### src/rtl/ppu_oam_dma_if.sv
//==============================================================================
// Module      : ppu_oam_dma_if
// Description : Groups the CPU register port, the DMA read port on the CPU bus
//               and the shared OAM write port used by ppu_oam_dma.
// Revision    : 1.0 - initial release
//==============================================================================
`timescale 1ns/1ps
`default_nettype none

interface ppu_oam_dma_if;
   // CPU register write port
   logic        cpu_ce;
   logic        reg_we;
   logic [15:0] reg_addr;
   logic [7:0]  reg_wdata;
   logic        cpu_rdy;
   logic        dma_busy;

   // DMA read port on the CPU bus
   logic [15:0] bus_addr;
   logic        bus_rd;
   logic [7:0]  bus_rdata;

   // Shared OAM port
   logic        render_active;
   logic [7:0]  ren_oam_addr;
   logic [7:0]  oam_addr;
   logic [7:0]  oam_wdata;
   logic        oam_we;
   logic [7:0]  oamaddr_q;

   modport slave (
      input  cpu_ce, reg_we, reg_addr, reg_wdata,
      input  bus_rdata, render_active, ren_oam_addr,
      output cpu_rdy, dma_busy, bus_addr, bus_rd,
      output oam_addr, oam_wdata, oam_we, oamaddr_q
   );

   modport master (
      output cpu_ce, reg_we, reg_addr, reg_wdata,
      output bus_rdata, render_active, ren_oam_addr,
      input  cpu_rdy, dma_busy, bus_addr, bus_rd,
      input  oam_addr, oam_wdata, oam_we, oamaddr_q
   );
endinterface

`default_nettype wire

### src/rtl/ppu_oam_dma.sv
//==============================================================================
// Module      : ppu_oam_dma
// Description : PPU primary-OAM write controller: OAMADDR/OAMDATA decode,
//               256-byte OAMDMA page copy with CPU halt, renderer arbitration.
//               Define PPU_OAM_DMA_ALIGN_EN to insert the odd-cycle ALIGN state.
// Revision    : 1.0 - initial release
//==============================================================================
`timescale 1ns/1ps
`default_nettype none

module ppu_oam_dma #(
   parameter logic [15:0] DMA_REG     = 16'h4014,
   parameter logic [15:0] OAMADDR_REG = 16'h2003,
   parameter logic [15:0] OAMDATA_REG = 16'h2004
) (
   input  wire          clk,
   input  wire          reset_n,
   ppu_oam_dma_if.slave bus
);

   typedef enum logic [2:0] {
      S_IDLE  = 3'd0,
      S_HALT  = 3'd1,
      S_ALIGN = 3'd2,
      S_READ  = 3'd3,
      S_WRITE = 3'd4,
      S_DONE  = 3'd5
   } state_t;

   state_t     r_state;
   state_t     w_state_nxt;
   logic [7:0] r_page;
   logic [7:0] w_page_nxt;
   logic [7:0] r_count;
   logic [7:0] w_count_nxt;
   logic [7:0] r_oamaddr;
   logic [7:0] w_oamaddr_nxt;
   logic [7:0] r_oam_addr;
   logic [7:0] w_oam_addr_nxt;
   logic [7:0] r_oam_wdata;
   logic [7:0] w_oam_wdata_nxt;
   logic       r_oam_we;
   logic       w_oam_we_nxt;
   logic       r_held;
   logic       w_held_nxt;
   logic       w_reg_wr;
   logic       w_align_req;
   logic       w_dma_phase;
   logic [7:0] w_dma_byte;

`ifdef PPU_OAM_DMA_ALIGN_EN
   logic r_parity;

   always_ff @(posedge clk or negedge reset_n) begin
      if (!reset_n) begin
         r_parity <= 1'b0;
      end else if (bus.cpu_ce) begin
         r_parity <= ~r_parity;
      end
   end

   // Parity sampled before this cpu_ce's toggle = parity of the HALT cycle itself
   assign w_align_req = r_parity;
`else
   assign w_align_req = 1'b0;
`endif

   assign w_reg_wr    = bus.cpu_ce & bus.reg_we;
   assign w_dma_phase = (r_state == S_HALT) || (r_state == S_ALIGN) ||
                        (r_state == S_READ) || (r_state == S_WRITE);
   // A byte stalled by the renderer is replayed from the held copy
   assign w_dma_byte  = r_held ? r_oam_wdata : bus.bus_rdata;

   always_ff @(posedge clk or negedge reset_n) begin
      if (!reset_n) begin
         r_state     <= S_IDLE;
         r_page      <= 8'd0;
         r_count     <= 8'd0;
         r_oamaddr   <= 8'd0;
         r_oam_addr  <= 8'd0;
         r_oam_wdata <= 8'd0;
         r_oam_we    <= 1'b0;
         r_held      <= 1'b0;
      end else begin
         r_state     <= w_state_nxt;
         r_page      <= w_page_nxt;
         r_count     <= w_count_nxt;
         r_oamaddr   <= w_oamaddr_nxt;
         r_oam_addr  <= w_oam_addr_nxt;
         r_oam_wdata <= w_oam_wdata_nxt;
         r_oam_we    <= w_oam_we_nxt;
         r_held      <= w_held_nxt;
      end
   end

   always_comb begin
      w_state_nxt     = r_state;
      w_page_nxt      = r_page;
      w_count_nxt     = r_count;
      w_oamaddr_nxt   = r_oamaddr;
      w_oam_addr_nxt  = r_oam_addr;
      w_oam_wdata_nxt = r_oam_wdata;
      w_oam_we_nxt    = 1'b0;
      w_held_nxt      = r_held;

      case (r_state)
         S_IDLE: begin
            if (w_reg_wr) begin
               if (bus.reg_addr == OAMADDR_REG) begin
                  w_oamaddr_nxt = bus.reg_wdata;
               end else if (bus.reg_addr == OAMDATA_REG) begin
                  if (!bus.render_active) begin
                     w_oam_we_nxt    = 1'b1;
                     w_oam_addr_nxt  = r_oamaddr;
                     w_oam_wdata_nxt = bus.reg_wdata;
                     w_oamaddr_nxt   = r_oamaddr + 8'd1;
                  end
               end else if (bus.reg_addr == DMA_REG) begin
                  w_page_nxt  = bus.reg_wdata;
                  w_count_nxt = 8'd0;
                  w_held_nxt  = 1'b0;
                  w_state_nxt = S_HALT;
               end
            end
         end
         S_HALT: begin
            if (bus.cpu_ce) begin
               w_state_nxt = w_align_req ? S_ALIGN : S_READ;
            end
         end
         S_ALIGN: begin
            if (bus.cpu_ce) begin
               w_state_nxt = S_READ;
            end
         end
         S_READ: begin
            if (bus.cpu_ce) begin
               w_state_nxt = S_WRITE;
            end
         end
         S_WRITE: begin
            if (bus.cpu_ce) begin
               w_oam_wdata_nxt = w_dma_byte;
               if (bus.render_active) begin
                  w_held_nxt = 1'b1;
               end else begin
                  w_oam_we_nxt   = 1'b1;
                  w_oam_addr_nxt = r_oamaddr + r_count;
                  w_count_nxt    = r_count + 8'd1;
                  w_held_nxt     = 1'b0;
                  w_state_nxt    = (r_count == 8'hFF) ? S_DONE : S_READ;
               end
            end
         end
         S_DONE: begin
            w_state_nxt = S_IDLE;
         end
         default: begin
            w_state_nxt = S_IDLE;
         end
      endcase
   end

   assign bus.cpu_rdy   = ~w_dma_phase;
   assign bus.dma_busy  = w_dma_phase;
   assign bus.bus_addr  = {r_page, r_count};
   assign bus.bus_rd    = (r_state == S_READ);
   // Renderer owns the OAM port outright while active
   assign bus.oam_addr  = bus.render_active ? bus.ren_oam_addr : r_oam_addr;
   assign bus.oam_we    = r_oam_we & ~bus.render_active;
   assign bus.oam_wdata = r_oam_wdata;
   assign bus.oamaddr_q = r_oamaddr;

endmodule

`default_nettype wire

### src/flat_wrapper.sv
// flat-port wrapper written by rule: the top's interface ports become plain ports
module ppu_oam_dma_flat 
#(
   parameter logic [15:0] DMA_REG     = 16'h4014,
   parameter logic [15:0] OAMADDR_REG = 16'h2003,
   parameter logic [15:0] OAMDATA_REG = 16'h2004
)
  (clk, reset_n, bus_cpu_ce, bus_reg_we, bus_reg_addr, bus_reg_wdata, bus_bus_rdata, bus_render_active, bus_ren_oam_addr, bus_cpu_rdy, bus_dma_busy, bus_bus_addr, bus_bus_rd, bus_oam_addr, bus_oam_wdata, bus_oam_we, bus_oamaddr_q);
  ppu_oam_dma_if bus_i ();
  input  wire clk;
  input  wire reset_n;
  input wire logic [$bits(bus_i.cpu_ce)-1:0] bus_cpu_ce;
  input wire logic [$bits(bus_i.reg_we)-1:0] bus_reg_we;
  input wire logic [$bits(bus_i.reg_addr)-1:0] bus_reg_addr;
  input wire logic [$bits(bus_i.reg_wdata)-1:0] bus_reg_wdata;
  input wire logic [$bits(bus_i.bus_rdata)-1:0] bus_bus_rdata;
  input wire logic [$bits(bus_i.render_active)-1:0] bus_render_active;
  input wire logic [$bits(bus_i.ren_oam_addr)-1:0] bus_ren_oam_addr;
  output wire logic [$bits(bus_i.cpu_rdy)-1:0] bus_cpu_rdy;
  output wire logic [$bits(bus_i.dma_busy)-1:0] bus_dma_busy;
  output wire logic [$bits(bus_i.bus_addr)-1:0] bus_bus_addr;
  output wire logic [$bits(bus_i.bus_rd)-1:0] bus_bus_rd;
  output wire logic [$bits(bus_i.oam_addr)-1:0] bus_oam_addr;
  output wire logic [$bits(bus_i.oam_wdata)-1:0] bus_oam_wdata;
  output wire logic [$bits(bus_i.oam_we)-1:0] bus_oam_we;
  output wire logic [$bits(bus_i.oamaddr_q)-1:0] bus_oamaddr_q;
  assign bus_i.cpu_ce = bus_cpu_ce;
  assign bus_i.reg_we = bus_reg_we;
  assign bus_i.reg_addr = bus_reg_addr;
  assign bus_i.reg_wdata = bus_reg_wdata;
  assign bus_i.bus_rdata = bus_bus_rdata;
  assign bus_i.render_active = bus_render_active;
  assign bus_i.ren_oam_addr = bus_ren_oam_addr;
  assign bus_cpu_rdy = bus_i.cpu_rdy;
  assign bus_dma_busy = bus_i.dma_busy;
  assign bus_bus_addr = bus_i.bus_addr;
  assign bus_bus_rd = bus_i.bus_rd;
  assign bus_oam_addr = bus_i.oam_addr;
  assign bus_oam_wdata = bus_i.oam_wdata;
  assign bus_oam_we = bus_i.oam_we;
  assign bus_oamaddr_q = bus_i.oamaddr_q;
  ppu_oam_dma #(.DMA_REG(DMA_REG), .OAMADDR_REG(OAMADDR_REG), .OAMDATA_REG(OAMDATA_REG)) u_core (.clk(clk), .reset_n(reset_n), .bus(bus_i));
endmodule
### config.mk
export PLATFORM = sky130hd
export DESIGN_NAME = ppu_oam_dma_flat
export DESIGN_NICKNAME = d
export VERILOG_FILES = /design/src/rtl/ppu_oam_dma_if.sv /design/src/rtl/ppu_oam_dma.sv /design/src/flat_wrapper.sv
export SDC_FILE = /design/constraint.sdc
export NUM_CORES = 1
export LEC_CHECK = 0
export ABC_AREA = 0
export BUFFER_PORTS_ARGS = -buffer_cell sky130_fd_sc_hd__buf_2
export CAP_MARGIN = 20
export CORE_MARGIN = 1
export CORE_UTILIZATION = 25
export DETAILED_ROUTE_END_ITERATION = 10
export GPL_ROUTABILITY_DRIVEN = 0
export PLACE_DENSITY = 0.47
export REMOVE_ABC_BUFFERS = 1
export SLEW_MARGIN = 20
export SYNTH_ARGS = -nofsm -noshare
export SYNTH_HDL_FRONTEND = slang
export SYNTH_SLANG_ARGS = --single-unit
export TNS_END_PERCENT = 1
### constraint.sdc
create_clock -name clk -period 4.85 [get_ports clk]
set_input_delay 0.97 -clock clk [delete_from_list [all_inputs] [get_ports clk]]
set_output_delay 0.97 -clock clk [all_outputs]
set_load 0.05 [all_outputs]
==> results.json, run 1 <==
{
  "status": "finished, violations left",
  "violations": "design-rule violations",
  "cts_sinks": 45,
  "grt_start_max_net_pins": 46,
  "synth_top_family_by_area": "compound AO/OA/AOI/OAI gates",
  "power_density_mw_per_mm2": 488,
  "drt-pass1-iter-count": 7,
  "grt_first_pass_wirelength_microns": 13900,
  "io_pins": 89,
  "placement.setup.worst_slack_ns": 1.89,
  "drive_gt1_share_pct": 35.6,
  "finalNetCount": 447,
  "routedWlPerCell_microns": 16.3,
  "cp_common_cell": "sky130_fd_sc_hd__buf_2",
  "synth_enable_flop_cells": 0,
  "globalRoute.totalOverflow": 0,
  "via_count": 2692,
  "htree_levels": 2,
  "core-area_sq_mm": 0.0116,
  "post_synth_fa_ha_maj_area_fraction_pct": 4.43,
  "most_frequent_cells_in_the_layout": "sky130_fd_sc_hd__buf_2 (87), sky130_fd_sc_hd__dfrtp_1 (45), sky130_fd_sc_hd__nor2_1 (23)",
  "critPathKind": "input port to output pin",
  "postSynth.asyncResetShare_pct": 100,
  "drc": 9,
  "cts_inserted_buffers": 5,
  "post_synth_xor_area_fraction_pct": 1.46,
  "worst_slew_pin_slew_ns": 0.862,
  "die_width_microns": 111,
  "place.detailed.hpwl_microns": 6600,
  "synth_top_cell_area_share_pct": 37.6,
  "cts_tree": "built",
  "synth_top_cell_by_area": "sky130_fd_sc_hd__dfrtp_1",
  "start_kind": "input port",
  "cts_post_setup_buffers_inserted": 0,
  "synth.cell_area_sq_mm": 0.00299,
  "synth_seq_area_share_pct": 37.6,
  "tightest_hold_check_type": "register to register",
  "fmaxAchievable_ghz": 0.350,
  "post_synth_and_or_nand_nor_area_fraction_pct": 20.6,
  "flow.area_growth_from_synthesis_pct": 23.9,
  "worst_path_max_delay_cell": "sky130_fd_sc_hd__mux2_2",
  "die_height_microns": 111,
  "holdBufCountCts": 0,
  "final.min_clock_period_ns": 2.86,
  "die_area_sq_mm": 0.0124,
  "cp.buffers_inverters": 2,
  "place.port_buffers": 88,
  "report.final.slew_viol_count": 0,
  "compound_gate_fraction_of_synth_area_pct": 24.7,
  "cpPeakStageDelay_ns": 0.38,
  "worst-endpoint-arrival_ns": 1.89,
  "crit_path_end_kind": "output pin",
  "clkLatencyLatePin_ns": 0.28,
  "vias_in_the_first_global_route": 2456,
  "postRouteAntennaNets": 0,
  "maxCapViolations": 0,
  "worst_ep_required_time_ns": 3.88,
  "initial_util_pct": 25.9,
  "muxShareOfSynthArea_pct": 7.81,
  "synth.distinct_cells": 61,
  "max-slew-margin-rel_pct": 42.5,
  "total_leakage_power_nw": 1.62,
  "sequential_cell_area_sq_mm": 0.00113,
  "critPathMaxFanout": 13,
  "cts_max_path_buffers": 2,
  "globalRouteTotalUtil_pct": 14.1,
  "post_cts_resize_count": 0,
  "report.final.hold_viol_count": 0,
  "crit_path_cell_trace": "buf_2 -> mux2_2 -> buf_2",
  "clkTransAtPathRegs_ns": 0.06,
  "yosys_most_used_dff": "sky130_fd_sc_hd__dfrtp_1",
  "n_fill_cell": 1199,
  "cts_root_buf": "sky130_fd_sc_hd__clkbuf_16",
  "finalSetupTns_ns": 0,
  "antenna-diode-count": 0,
  "postSynthAreaPerCell_sq_um": 9.63,
  "post_drt_via_cell_ratio": 5.02,
  "final_cycle_utilization_of_the_critical_path_pct": 58.9,
  "dr.first_iter.drc_count": 174,
  "post_synth_inst_count": 311,
  "synth_area_leaders": "sky130_fd_sc_hd__dfrtp_1 (38%), sky130_fd_sc_hd__mux2_2 (6.4%), sky130_fd_sc_hd__a22oi_1 (4.0%)",
  "detail_route.wirelength_microns": 8750,
  "postSynthRegisterBits": 45,
  "antenna_found_initial": 0,
  "row_count": 39,
  "path_delay_family": "buffers and inverters",
  "total_number_of_yosys_warnings": 0,
  "minimum_setup_slack_in_the_final_design_ns": 1.99,
  "layout_commonest_cell": "sky130_fd_sc_hd__buf_2",
  "final.setup_skew_ns": 0.00722,
  "max-vdd-ir-drop_mv": 0.142,
  "report.final.setup_viol": 0,
  "grt_setup_unrepaired": "false",
  "multi_input_comb_area_sq_mm": 0.00177
}
## cell families (layout without fill, tap and decap cells)
group | Yosys count | after routing
simple gates | 104 | 104
mux | 20 | 20
buf+inv | 25 | 107
xor+xnor | 5 | 5
flops | 45 | 45
compound gates | 102 | 102
fa+ha+maj | 10 | 10
## synth_stat cells (3+ instances only)
library cell,count
sky130_fd_sc_hd__nand2b_1,6
sky130_fd_sc_hd__nand2_1,21
sky130_fd_sc_hd__a2bb2oi_1,6
sky130_fd_sc_hd__o2bb2ai_1,4
sky130_fd_sc_hd__a211o_1,3
sky130_fd_sc_hd__a21o_1,3
sky130_fd_sc_hd__o21ai_0,17
sky130_fd_sc_hd__a21oi_1,12
sky130_fd_sc_hd__mux2_2,17
sky130_fd_sc_hd__nand3_1,12
sky130_fd_sc_hd__nand4_1,3
sky130_fd_sc_hd__a22o_1,10
sky130_fd_sc_hd__o22ai_1,11
sky130_fd_sc_hd__or2_2,6
sky130_fd_sc_hd__inv_1,9
sky130_fd_sc_hd__nor3_1,6
sky130_fd_sc_hd__dfrtp_1,45
sky130_fd_sc_hd__o221a_2,4
sky130_fd_sc_hd__clkbuf_1,10
sky130_fd_sc_hd__or4_1,3
sky130_fd_sc_hd__a211oi_1,4
sky130_fd_sc_hd__or3_1,3
sky130_fd_sc_hd__xnor2_1,3
sky130_fd_sc_hd__nor2_1,23
sky130_fd_sc_hd__a22oi_1,16
sky130_fd_sc_hd__ha_1,9
## flip-flops by register name, indices dropped and copies added (netlist names)
name and count:
u_core.r_count 8, u_core.bus.oam_wdata 8, u_core.r_page 8, u_core.r_oam_addr 8, u_core.r_oam_we 1, u_core.r_state 3, u_core.bus.oamaddr_q 8, u_core.r_held 1
## where the power goes
group | internal, W | switching (W)
Sequential | 0.000474 | 0.000142
Combinational | 0.000296 | 0.000572
Clock | 0.000189 | 0.000139
## worst paths after layout
check	depth (start not counted)	startpoint	endpoint	slack [ns]
setup / recovery	3	bus_render_active	bus_oam_addr[5]	1.99
hold / removal	1	u_core.r_page[5]	u_core.r_page[5]	0.50
setup reg to reg	5	u_core.r_state[2]	u_core.r_oam_addr[7]	2.09
hold reg to reg	1	u_core.r_page[5]	u_core.r_page[5]	0.50
max in group asynchronous	1	reset_n	u_core.r_count[2]	3.76
min in group asynchronous	1	reset_n	u_core.bus.oam_wdata[6]	0.69
## layer usage
metal	GRT usage [%]	wire length, microns
met4	3.24	29
met2	21.3	3880
met5	0	0
met3	2.18	358
met1	21.0	4480
## through the flow
stage / cells / area, sq um / utilization [%] / total power, W / hold WS [ns]
3_5_place_dp: 528 / 3570 / 30.8 / 0.00149 / 0.491
6_report: 536 / 3710 / 32.1 / 0.00181 / 0.503
4_1_cts: 536 / 3710 / 32.0 / 0.00183 / 0.505
5_1_grt: 536 / 3710 / 32.1 / 0.00193 / 0.523
2_1_floorplan: 295 / 2930 / - / 0.00126 / 0.462
3_3_place_gp: 528 / 3570 / 30.8 / 0.00149 / 0.489
## layout make-up
| class | count | area share [%] |
|---|---|---|
| Clock buffer | 6 | 3.48 |
| Tap cell | 143 | 4.82 |
| Inverter | 9 | 0.911 |
| Sequential cell | 45 | 30.4 |
| Multi-Input combinational cell | 241 | 47.8 |
| Timing Repair Buffer | 90 | 12.3 |
| Clock inverter | 2 | 0.270 |
Power figures use the tool's default switching activity.
==> run 2: changes to the inputs <==
- PLACE_DENSITY: 0.47 -> 0.48
- clock period: 4.85 -> 2.49 ns (I/O delays scaled with it)
==> run 2 against run 1 <==
Net effect:
- the run still ends with design-rule violations left
- total power is 100% higher
- highest routed layer unchanged
- cell count is 3.9% higher
- combinational power is 110% higher
- clock-buffer cell count is 1 higher
- largest cell class unchanged
- clock skew is 0.0014 ns lower
- hold slack worse by 0.19 ns
- final area is 5.1% higher
- via count is 4.4% higher
- first-iteration DRC count is 16% higher
- utilization is 1.6 points higher
- register-to-register slack worse by 1.7 ns
==> results.json, run 2 (synthesis gave the netlist of run 1 again) <==
{
  "antenna-diode-count": 0,
  "row_count": 39,
  "post_drt_via_cell_ratio": 5.04,
  "report.final.setup_viol": 0,
  "final_cycle_utilization_of_the_critical_path_pct": 86.8,
  "die_area_sq_mm": 0.0124,
  "worst_ep_required_time_ns": 2.66,
  "globalRoute.totalOverflow": 0,
  "critPathMaxFanout": 8,
  "globalRouteTotalUtil_pct": 14.9,
  "cpPeakStageDelay_ns": 0.50,
  "total_leakage_power_nw": 1.74,
  "drive_gt1_share_pct": 38.9,
  "max-slew-margin-rel_pct": 59.5,
  "io_pins": 89,
  "antenna_found_initial": 0,
  "path_delay_family": "simple AND/OR/NAND/NOR gates",
  "most_frequent_cells_in_the_layout": "sky130_fd_sc_hd__buf_2 (88), sky130_fd_sc_hd__dfrtp_1 (45), sky130_fd_sc_hd__nor2_1 (23), sky130_fd_sc_hd__buf_4 (23), sky130_fd_sc_hd__nand2_1 (21)",
  "report.final.slew_viol_count": 0,
  "drc": 3,
  "core-area_sq_mm": 0.0116,
  "holdBufCountCts": 0,
  "fmaxAchievable_ghz": 0.463,
  "detail_route.wirelength_microns": 8870,
  "final_cell_area_sq_mm": 0.00390,
  "layout_commonest_cell": "sky130_fd_sc_hd__buf_2",
  "post_cts_resize_count": 0,
  "via_count": 2810,
  "tightest_hold_check_type": "input port to asynchronous set/reset pin",
  "cts_root_buf": "sky130_fd_sc_hd__clkbuf_16",
  "final.setup_skew_ns": 0.00587,
  "cts_post_setup_buffers_inserted": 0,
  "status": "finished, violations left",
  "critPathKind": "input port to register",
  "routedWlPerCell_microns": 15.9,
  "crit_path_end_kind": "register",
  "power_density_mw_per_mm2": 950,
  "drt-pass1-iter-count": 7,
  "report.final.hold_viol_count": 0,
  "cts_sinks": 45,
  "maxCapViolations": 0,
  "start_kind": "input port",
  "post_dp_cell_area_sq_mm": 0.00372,
  "place.detailed.hpwl_microns": 7010,
  "initial_util_pct": 25.9,
  "n_fill_cell": 1197,
  "cts_tree": "built",
  "finalNetCount": 468,
  "grt_start_max_net_pins": 46,
  "dr.first_iter.drc_count": 202,
  "minimum_setup_slack_in_the_final_design_ns": 0.328,
  "clkTransAtPathRegs_ns": 0.06,
  "placement.setup.worst_slack_ns": 0.00280,
  "worst_path_max_delay_cell": "sky130_fd_sc_hd__nor4_2",
  "grt_first_pass_wirelength_microns": 14700,
  "worst_slew_pin_slew_ns": 0.608,
  "worst-endpoint-arrival_ns": 2.33,
  "postRouteAntennaNets": 0,
  "crit_path_cell_trace": "buf_2 -> nor4_4 -> nand4_4 -> nor4_2 -> buf_4 -> mux2_2",
  "place.port_buffers": 88,
  "cts_inserted_buffers": 5,
  "final.min_clock_period_ns": 2.16,
  "cp.buffers_inverters": 2,
  "grt_setup_unrepaired": "false",
  "clkLatencyLatePin_ns": 0.29,
  "htree_levels": 2,
  "violations": "design-rule violations",
  "die_height_microns": 111,
  "vias_in_the_first_global_route": 2693,
  "cts_max_path_buffers": 2,
  "utilization_pct": 33.7,
  "die_width_microns": 111,
  "max-vdd-ir-drop_mv": 0.328,
  "flow.area_growth_from_synthesis_pct": 30.2
}
-- run 2: path summary, 6_finish.rpt --
check | startpoint | end | slack (ns) | cells after the start
setup / recovery | bus_reg_addr[3] | u_core.r_page[6] | 0.33 | 6
hold / removal | reset_n | u_core.bus.oam_wdata[6] | 0.31 | 2
setup reg to reg | u_core.r_state[1] | u_core.r_oam_addr[3] | 0.34 | 5
hold reg to reg | u_core.r_page[5] | u_core.r_page[5] | 0.50 | 1
max in group asynchronous | reset_n | u_core.r_count[2] | 1.77 | 2
min in group clk | u_core.r_page[5] | u_core.r_page[5] | 0.50 | 1
-- run 2: metrics by stage --
| step | std cells | TNS [ns] | power, W | hold WS [ns] |
|---|---|---|---|---|
| after floorplan | 295 | -3.62 | 0.00244 | 0.202 |
| after global placement | 549 | 0 | 0.00293 | 0.488 |
| after detailed placement | 549 | 0 | 0.00295 | 0.490 |
| after CTS | 557 | 0 | 0.00374 | 0.329 |
| after global routing | 557 | 0 | 0.00393 | 0.356 |
| final | 557 | 0 | 0.00370 | 0.308 |
-- run 2: cell type report --
| class | instances | area, sq um | area share [%] |
|---|---|---|---|
| well taps | 143 | 179 | 4.59 |
| clock buffers | 7 | 143 | 3.66 |
| multi-input cells | 241 | 1770 | 45.5 |
| clock inverters | 1 | 30.0 | 0.770 |
| flip-flops and latches | 45 | 1130 | 28.9 |
| repair buffers | 111 | 613 | 15.7 |
| inverters | 9 | 33.8 | 0.867 |
-- run 2: layer usage --
metal  global-route usage, %  vias to the layer above  wire, microns
met3                    1.91                        5            322
met4                    3.78                        0             87
met2                    23.5                       75           4070
met5                       0                        -              0
li1                        -                     1395              -
met1                    21.5                     1335           4400
-- run 2: report_power, final --
| part | total, W | switching [W] | internal (W) |
|---|---|---|---|
| combinational | 0.00178 | 0.00117 | 0.000612 |
| sequential | 0.00115 | 0.000222 | 0.000923 |
| clock | 0.000778 | 0.000276 | 0.000502 |
| total | 0.00370 | 0.00167 | 0.00204 |
==> run 3: changes to the inputs <==
- RECOVER_POWER: default -> 50
==> run 3 against run 2 <==
Net effect:
- the flow still finishes with violations (design-rule violations)
- setup slack got worse by 0.0016 ns
- utilization fell by 0.25 points
- total power fell by 0.41%
- maximum frequency barely moved
- die area did not move
- non-clock buffer count did not move
- critical path depth did not move
- register-to-register slack barely moved
- clock skew fell by 0.00078 ns
- highest routed layer unchanged
==> results.json, run 3 (synthesis gave the netlist of run 1 again) <==
{
  "status": "finished, violations left",
  "violations": "design-rule violations",
  "place.detailed.hpwl_microns": 7010,
  "globalRouteTotalUtil_pct": 14.9,
  "critPathMaxFanout": 8,
  "grt_first_pass_wirelength_microns": 14700,
  "report.final.hold_viol_count": 0,
  "postRouteAntennaNets": 0,
  "antenna_found_initial": 0,
  "place_inst": 549,
  "final-instance-count-excl-fill": 557,
  "critPathKind": "input port to register",
  "cts_sinks": 45,
  "fmaxAchievable_ghz": 0.462,
  "max-vdd-ir-drop_mv": 0.329,
  "cts_tree": "built",
  "holdBufCountCts": 0,
  "row_count": 39,
  "antenna-diode-count": 0,
  "dr.first_iter.drc_count": 186,
  "grt_start_max_net_pins": 46,
  "crit_path_cell_trace": "buf_2 -> nor4_4 -> nand4_4 -> nor4_2 -> buf_4 -> mux2_2",
  "initial_util_pct": 25.9,
  "report.final.setup_viol": 0,
  "drt-pass1-iter-count": 7,
  "layout_commonest_cell": "sky130_fd_sc_hd__buf_2",
  "detail_route.wirelength_microns": 8910,
  "die_height_microns": 111,
  "clkLatencyLatePin_ns": 0.29,
  "htree_levels": 2,
  "grt_setup_unrepaired": "false",
  "die_width_microns": 111,
  "cts_inserted_buffers": 5,
  "worst-endpoint-arrival_ns": 2.33,
  "cts_post_setup_buffers_inserted": 0,
  "drive_gt1_share_pct": 33.8,
  "final.setup_skew_ns": 0.00508,
  "maxCapViolations": 0,
  "finalNetCount": 468,
  "via_count": 2841,
  "tightest_hold_check_type": "register to register",
  "final_cycle_utilization_of_the_critical_path_pct": 86.9,
  "cts_max_path_buffers": 2,
  "vias_in_the_first_global_route": 2693,
  "most_frequent_cells_in_the_layout": "sky130_fd_sc_hd__buf_2 (67), sky130_fd_sc_hd__dfrtp_1 (45), sky130_fd_sc_hd__nor2_1 (23)",
  "n_fill_cell": 1208,
  "power_density_mw_per_mm2": 953,
  "globalRoute.totalOverflow": 0,
  "place.port_buffers": 88,
  "post_cts_resize_count": 0,
  "flow.area_growth_from_synthesis_pct": 29.2,
  "clkTransAtPathRegs_ns": 0.06,
  "io_pins": 89,
  "final.min_clock_period_ns": 2.16,
  "drc": 3,
  "worst_ep_required_time_ns": 2.66,
  "core-area_sq_mm": 0.0116,
  "worst_path_max_delay_cell": "sky130_fd_sc_hd__nor4_2",
  "whs_ns": 0.503,
  "die_area_sq_mm": 0.0124,
  "worst_slew_pin_slew_ns": 1.19,
  "report.final.slew_viol_count": 0,
  "cts_root_buf": "sky130_fd_sc_hd__clkbuf_16",
  "total_leakage_power_nw": 1.68,
  "routedWlPerCell_microns": 16.0,
  "cpPeakStageDelay_ns": 0.50,
  "start_kind": "input port",
  "max-slew-margin-rel_pct": 20.7,
  "post_drt_via_cell_ratio": 5.10,
  "crit_path_end_kind": "register"
}
## run 3: cell count changes in the layout (fill, tap and decap cells not counted)
cell	before	now
sky130_fd_sc_hd__buf_2	88	67
sky130_fd_sc_hd__buf_4	23	22
sky130_fd_sc_hd__clkbuf_1	1	22
sky130_fd_sc_hd__clkbuf_2	0	1
## run 3: layout make-up
class | instances | area (sq um) | share of cell area, %
multi-input combinational | 241 | 1770 | 45.8
sequential | 45 | 1130 | 29.1
timing repair buffer | 111 | 584 | 15.1
tap | 143 | 179 | 4.62
clock buffer | 7 | 143 | 3.69
inverter | 9 | 33.8 | 0.873
clock inverter | 1 | 30.0 | 0.776
## run 3: critical path: cells and delay by family
family	cells	cell delay, ns
simple gates	3	1.08
buf+inv	2	0.41
mux	1	0.35
## run 3: worst paths after layout
path / start / endpoint / slack, ns / cells after the start
max: bus_reg_addr[3] / u_core.r_page[6] / 0.33 / 6
min: u_core.r_page[5] / u_core.r_page[5] / 0.50 / 1
max reg2reg: u_core.r_state[1] / u_core.r_oam_addr[3] / 0.33 / 5
min reg2reg: u_core.r_page[5] / u_core.r_page[5] / 0.50 / 1
max in group asynchronous: reset_n / u_core.r_count[2] / 1.23 / 2
min in group asynchronous: reset_n / u_core.bus.oam_wdata[6] / 0.54 / 2
## run 3: metrics by stage
stage | util, % | power [W] | setup TNS, ns | cell area, sq um | setup slack [ns]
5_1_grt | 33.5 | 0.00391 | 0 | 3870 | 0.182
3_3_place_gp | 32.2 | 0.00293 | 0 | 3720 | 0.0975
3_5_place_dp | 32.2 | 0.00295 | 0 | 3720 | 0.00280
6_report | 33.5 | 0.00369 | 0 | 3870 | 0.327
2_1_floorplan | - | 0.00244 | -3.62 | 2930 | -0.395
4_1_cts | 33.7 | 0.00374 | 0 | 3900 | 0.299
## run 3: layer usage
layer	global-route usage (%)	up-vias	share of wire (%)
met1	21.5	1347	49
met3	1.91	5	4.5
li1	-	1400	-
met5	0	-	0
met4	3.78	0	0.98
met2	23.5	89	46
## run 3: power by group
group / total (W) / internal [W] / switching [W]
Combinational: 0.00176 / 0.000588 / 0.00117
Clock: 0.000780 / 0.000502 / 0.000278
Sequential: 0.00115 / 0.000923 / 0.000226
